`config.mk`:
```
export PLATFORM = sky130hd
export DESIGN_NAME = branch_predictor
export DESIGN_NICKNAME = d
export VERILOG_FILES = /design/src/rtl/branch_predictor.sv
export SDC_FILE = /design/constraint.sdc
export NUM_CORES = 2
export LEC_CHECK = 0
export CAP_MARGIN = 10
export CORE_ASPECT_RATIO = 1.75
export CORE_MARGIN = 8
export CORE_UTILIZATION = 40
export CTS_BUF_LIST = sky130_fd_sc_hd__clkbuf_8
export CTS_CLUSTER_SIZE = 14
export DETAILED_ROUTE_END_ITERATION = 10
export DONT_BUFFER_PORTS = 1
export PLACE_DENSITY = 0.62
export SLEW_MARGIN = 40
export SYNTH_ARGS = -nofsm -noshare
export SYNTH_HDL_FRONTEND = slang
export SYNTH_SLANG_ARGS = --single-unit
```
`constraint.sdc`:
```
create_clock -name clk -period 6.9 [get_ports clk]
set_clock_uncertainty 0.2 [all_clocks]
set_input_delay 1.38 -clock clk [delete_from_list [all_inputs] [get_ports clk]]
set_output_delay 1.38 -clock clk [all_outputs]
set_load 0.005 [all_outputs]
```
`src/rtl/branch_predictor.sv`:
```
// Direct-mapped branch target buffer with 2-bit saturating direction counters.
// Fetch lookup is combinational from registered state; EX resolution updates the
// indexed entry on the clock edge and raises a same-cycle redirect on mispredict.
module branch_predictor #(
  parameter int unsigned ENTRIES = 16,
  parameter int unsigned TAG_W   = 10
) (
  input  logic        clk,
  input  logic        rstn,
  input  logic [63:0] if_pc,
  output logic        pred_taken,
  output logic [63:0] pred_target,
  input  logic        ex_valid,
  input  logic        ex_is_branch,
  input  logic [63:0] ex_pc,
  input  logic        ex_taken,
  input  logic [63:0] ex_target,
  input  logic        ex_pred_taken,
  input  logic [63:0] ex_pred_target,
  output logic        redirect,
  output logic [63:0] redirect_pc,
  output logic [31:0] branch_cnt,
  output logic [31:0] mispred_cnt
);

  localparam int unsigned IDX_W = $clog2(ENTRIES);
  localparam int unsigned PC_W  = 64;
  localparam int unsigned CNT_W = 32;
  localparam logic [1:0]  CTR_RESET = 2'b01;
  localparam logic [1:0]  CTR_ALLOC = 2'b10;
  localparam logic [1:0]  CTR_MAX   = 2'b11;
  localparam logic [1:0]  CTR_MIN   = 2'b00;
  localparam logic [CNT_W-1:0] CNT_SAT = '1;

  // Table storage
  logic             valid_q [ENTRIES];
  logic [TAG_W-1:0] tag_q   [ENTRIES];
  logic [PC_W-1:0]  tgt_q   [ENTRIES];
  logic [1:0]       ctr_q   [ENTRIES];

  logic [CNT_W-1:0] branch_cnt_q, branch_cnt_d;
  logic [CNT_W-1:0] mispred_cnt_q, mispred_cnt_d;

  logic [IDX_W-1:0] if_idx, ex_idx;
  logic [TAG_W-1:0] if_tag, ex_tag;
  logic             lk_hit, ex_hit, ex_tag_match;

  logic             wr_en;
  logic             wr_valid_d;
  logic [TAG_W-1:0] wr_tag_d;
  logic [PC_W-1:0]  wr_tgt_d;
  logic [1:0]       wr_ctr_d;

  assign if_idx = if_pc[IDX_W+1:2];
  assign if_tag = if_pc[TAG_W+IDX_W+1:IDX_W+2];
  assign ex_idx = ex_pc[IDX_W+1:2];
  assign ex_tag = ex_pc[TAG_W+IDX_W+1:IDX_W+2];

  // Fetch-stage lookup; no bypass from a same-cycle update
  always_comb begin
    lk_hit      = valid_q[if_idx] && (tag_q[if_idx] == if_tag);
    pred_taken  = lk_hit && ctr_q[if_idx][1];
    pred_target = pred_taken ? tgt_q[if_idx] : (if_pc + PC_W'(4));
  end

  // Mispredict detection and correct next PC, suppressed while in reset
  always_comb begin
    redirect    = 1'b0;
    redirect_pc = '0;
    if (rstn && ex_valid) begin
      if (ex_is_branch) begin
        redirect = (ex_taken != ex_pred_taken) ||
                   (ex_taken && ex_pred_taken && (ex_target != ex_pred_target));
      end else begin
        redirect = ex_pred_taken;
      end
    end
    if (redirect) begin
      redirect_pc = (ex_is_branch && ex_taken) ? ex_target : (ex_pc + PC_W'(4));
    end
  end

  // Next value of the single entry touched by the resolving instruction
  always_comb begin
    ex_tag_match = (tag_q[ex_idx] == ex_tag);
    ex_hit       = valid_q[ex_idx] && ex_tag_match;
    wr_en        = 1'b0;
    wr_valid_d   = valid_q[ex_idx];
    wr_tag_d     = tag_q[ex_idx];
    wr_tgt_d     = tgt_q[ex_idx];
    wr_ctr_d     = ctr_q[ex_idx];
    if (ex_valid) begin
      if (ex_is_branch) begin
        if (ex_hit) begin
          wr_en = 1'b1;
          if (ex_taken) begin
            wr_tgt_d = ex_target;
            if (ctr_q[ex_idx] != CTR_MAX) wr_ctr_d = ctr_q[ex_idx] + 2'd1;
          end else begin
            if (ctr_q[ex_idx] != CTR_MIN) wr_ctr_d = ctr_q[ex_idx] - 2'd1;
          end
        end else if (ex_taken) begin
          wr_en      = 1'b1;
          wr_valid_d = 1'b1;
          wr_tag_d   = ex_tag;
          wr_tgt_d   = ex_target;
          wr_ctr_d   = CTR_ALLOC;
        end
      end else if (ex_pred_taken && ex_tag_match) begin
        // Alias: a non-branch was predicted taken, drop the stale entry
        wr_en      = 1'b1;
        wr_valid_d = 1'b0;
      end
    end
  end

  // Saturating statistics counters
  always_comb begin
    branch_cnt_d  = branch_cnt_q;
    mispred_cnt_d = mispred_cnt_q;
    if (ex_valid && ex_is_branch && (branch_cnt_q != CNT_SAT)) begin
      branch_cnt_d = branch_cnt_q + CNT_W'(1);
    end
    if (redirect && (mispred_cnt_q != CNT_SAT)) begin
      mispred_cnt_d = mispred_cnt_q + CNT_W'(1);
    end
  end

  // Table state register
  always_ff @(posedge clk or negedge rstn) begin
    if (!rstn) begin
      for (int i = 0; i < ENTRIES; i++) begin
        valid_q[i] <= 1'b0;
        tag_q[i]   <= '0;
        tgt_q[i]   <= '0;
        ctr_q[i]   <= CTR_RESET;
      end
    end else if (wr_en) begin
      valid_q[ex_idx] <= wr_valid_d;
      tag_q[ex_idx]   <= wr_tag_d;
      tgt_q[ex_idx]   <= wr_tgt_d;
      ctr_q[ex_idx]   <= wr_ctr_d;
    end
  end

  // Statistics register
  always_ff @(posedge clk or negedge rstn) begin
    if (!rstn) begin
      branch_cnt_q  <= '0;
      mispred_cnt_q <= '0;
    end else begin
      branch_cnt_q  <= branch_cnt_d;
      mispred_cnt_q <= mispred_cnt_d;
    end
  end

  assign branch_cnt  = branch_cnt_q;
  assign mispred_cnt = mispred_cnt_q;

endmodule

```
==> flow_metrics.py <==
metrics = {
    "status": {
        "status": "completed",
    },
    "worst_setup_path": {
        "max_stage_delay_ns": 1.20,
        "crit_required_ns": 5.32,
        "rr_endpoint": "tgt_q[864]",
        "cp-end-kind": "primary output",
        "cpMostUsedCell": "mux4_2",
        "startpoint_type": "input port",
        "critical_path_class": "input port to primary output",
        "cp_slowest_cell": "or4_2",
        "path_max_fanout": 41,
        "crit_chain": "buf_16 -> mux4_2 -> mux4_2 -> xnor2_1 -> nand2_1 -> or4_2 -> a21oi_1",
        "worstSetupEndpoint": "pred_target[32]",
        "ff2ff_setup_slack_ns": 2.29,
        "crit_start": "if_pc[2]",
        "reg2reg_depth": 10,
        "worstPathArrival_ns": 5.21,
        "r2r-start": "tag_q[72]",
    },
    "synth": {
        "postSynth.asyncResetShare_pct": 100,
        "synth_area_leaders": "dfrtp_1, mux4_2, mux2_2",
        "synth_most_common_cell": "dfrtp_1",
        "synthAdderAreaFrac_pct": 0.151,
        "synth_top_cells_by_count": "dfrtp_1, mux2_2, mux4_2",
        "synth_flop_cell": "dfrtp_1",
        "synthCells": 5047,
        "synth_compound_area_share_pct": 1.87,
        "synth_top_area_cell": "dfrtp_1",
        "syn_nets": 5317,
        "ys_types": 58,
        "synthSimpleGateAreaFrac_pct": 5.00,
        "synth.ff_latch_count": 1296,
        "synth_xor_area_share_pct": 3.10,
        "synth.area.mux_share_pct": 42.3,
        "synth_top_area_share_pct": 43.9,
        "ys_seq_area_share_pct": 44.5,
        "synth_top_family_by_area": "multiplexers",
        "synthesis.area_um2": 73000,
        "synth_edf_count": 0,
        "syn_avg_cell_area_um2": 14.5,
        "synth_warnings": 0,
    },
    "drt": {
        "wl_per_cell_um": 33.9,
        "firstDrtPassIters": 6,
        "num_vias": 47871,
        "drtIter0Drc": 4017,
        "drt-vias-per-instance": 6.37,
        "ant_nets": 0,
        "drc": 0,
        "finalWirelength_um": 255000,
    },
    "grt": {
        "grt_max_degree": 321,
        "grt_pass1_vias": 50466,
        "grt_pass1_wl_um": 361000,
        "grt.total_usage_pct": 24.8,
        "grt_overflow": 0,
        "antenna_found_initial": 22,
    },
    "clock_network": {
        "cts_root_buffer": "clkbuf_8",
        "cts_buffers": 205,
        "cts_tree": "built",
        "path_clk_slew_ns": 0.07,
        "cts_max_level": 4,
        "clkLatencyLatePin_ns": 0.94,
        "clock_path_buffers": 4,
        "clkSinkCount": 1296,
    },
    "power_and_ir_drop": {
        "p_leak_nw": 36.1,
        "p_total_mw": 16.9,
        "p_per_area_nw_per_um2": 211,
        "ir_worst_vdd_mv": 0.175,
    },
    "floorplanning": {
        "io_pins": 456,
        "core_area_um2": 182000,
        "fp.dieH_um": 581,
        "die_area_um2": 197000,
        "fp.dieW_um": 339,
        "initial_core_util_pct": 40.2,
        "rows": 207,
    },
    "cells_and_area": {
        "drive_gt1_share_pct": 48.5,
        "register_area_um2": 32500,
        "fin_nets": 5210,
        "fill_cells": 16280,
        "multi_input_area_um2": 38700,
        "final_area_um2": 80300,
        "area_growth_pct": 10.0,
        "fin_util_pct": 44.2,
    },
    "timing": {
        "max_freq_mhz": 147,
        "period_needed_ns": 6.79,
        "hold_viol": 0,
        "fin_setup_tns_ns": 0,
        "fin_crit_sh_pct": 98.4,
        "drv_slew": 0,
        "worstMarginPinSlew_ns": 1.06,
        "grt_setup_unrepaired": "false",
        "fin_ws_ns": 0.108,
        "final-setup-viol-count": 0,
        "slew_headroom_pct": 29.5,
    },
    "placed_design": {
        "dp_slack_ns": 0.731,
        "dp_hpwl_um": 156000,
        "portBuffers": 0,
        "post_dp_cell_area_um2": 75600,
        "routabilityCongestion": 0.960,
    },
    "worst_hold_path": {
        "hp-class": "input port to asynchronous set/reset pin",
    },
    "job": {
        "cap_viol_max_count": 0,
    },
}
-- per-stage QoR --
| step | instances | hold slack (ns) |
|---|---|---|
| detailed placement | 7118 | 0.301 |
| finish | 7510 | 0.166 |
| global route | 7497 | 0.138 |
| global placement | 7107 | 0.285 |
| CTS | 7477 | 0.102 |
| floorplan | 5047 | 0.276 |
-- cell type report --
cell class / instances / share of cell area [%]
timing repair buffer: 139 / 2.25
multi-input combinational: 3266 / 48.2
antenna: 16 / 0.0499
sequential: 1296 / 40.4
tap: 2403 / 3.74
clock buffer: 260 / 4.46
inverter: 32 / 0.150
clock inverter: 98 / 0.787
-- routing by layer --
metal	routed length, um	GRT usage, %	part of all wire [%]	vias up
li1	-	-	-	19092
met1	97500	31.3	38	26061
met2	118000	39.0	46	2139
met3	27600	8.70	11	571
met4	11700	9.86	4.6	8
met5	46	1.07	0.018	-
-- layout by cell type (no fill, tap or decap), types with 11 or more instances in the layout --
cell,synthesis,routed
xnor2_1,174,173
buf_12,0,16
nand3_1,85,84
and4_1,15,15
and2_1,15,11
clkbuf_8,0,260
buf_16,0,25
mux2_2,1207,1207
dfrtp_1,1280,1280
o21ai_0,21,21
nor3_1,28,26
a211oi_1,57,36
dfstp_2,16,16
inv_1,29,93
mux4_2,738,738
mux2_1,29,29
nand2_1,317,310
and3_1,37,36
a21oi_1,67,67
a211oi_2,0,17
a32o_1,12,12
mux2i_1,34,34
or3_1,12,12
clkinv_2,0,20
buf_4,10,92
xor2_1,84,84
nor2_1,182,180
diode_2,0,16
nand4_1,62,62
-- sequential cells by signal (all words and copies together), names as in the netlist --
register / cells
branch_cnt: 32
ctr_q: 32
mispred_cnt: 32
tag_q: 160
tgt_q: 1024
valid_q: 16
-- worst max-delay path: cells and delay by family --
kind	cells	cell delay, ns
simple gates	2	1.72
xor+xnor	1	0.20
compound gates	1	0.44
buf+inv	1	0.29
mux	2	1.11
-- worst min-delay path by stage --
stage	endpoint	slack [ns]	cells past startpoint
floorplan	tgt_q[322]	0.28	1
global placement	tgt_q[341]	0.28	1
detailed placement	tgt_q[323]	0.30	1
CTS	tgt_q[262]	0.10	1
global route	tgt_q[262]	0.14	1
finish	tgt_q[262]	0.17	1
-- power by group --
group          switching (mW)  total, mW  internal (mW)
Clock                    3.20       6.87           3.67
Combinational           0.943       1.84          0.902
Sequential              0.282       8.22           7.94
Total                    4.42       16.9           12.5
-- cell families after synthesis --
group                    after synthesis
AO/OA/AOI/OAI                        199
adder cells (fa/ha/maj)                9
multiplexers                        2008
flip-flops                          1296
buffers and inverters                487
XOR/XNOR                             258
AND/OR/NAND/NOR                      790
-- repair_timing --
item / in CTS / in global routing
endpoints found under the setup margin: 0 / 64
buffers inserted: 0 / 4
hold endpoints to repair: 75 / 0
hold buffers: 1 / 0
gates resized for setup: 0 / 2
No activity file was read; power rests on OpenSTA's default activity.
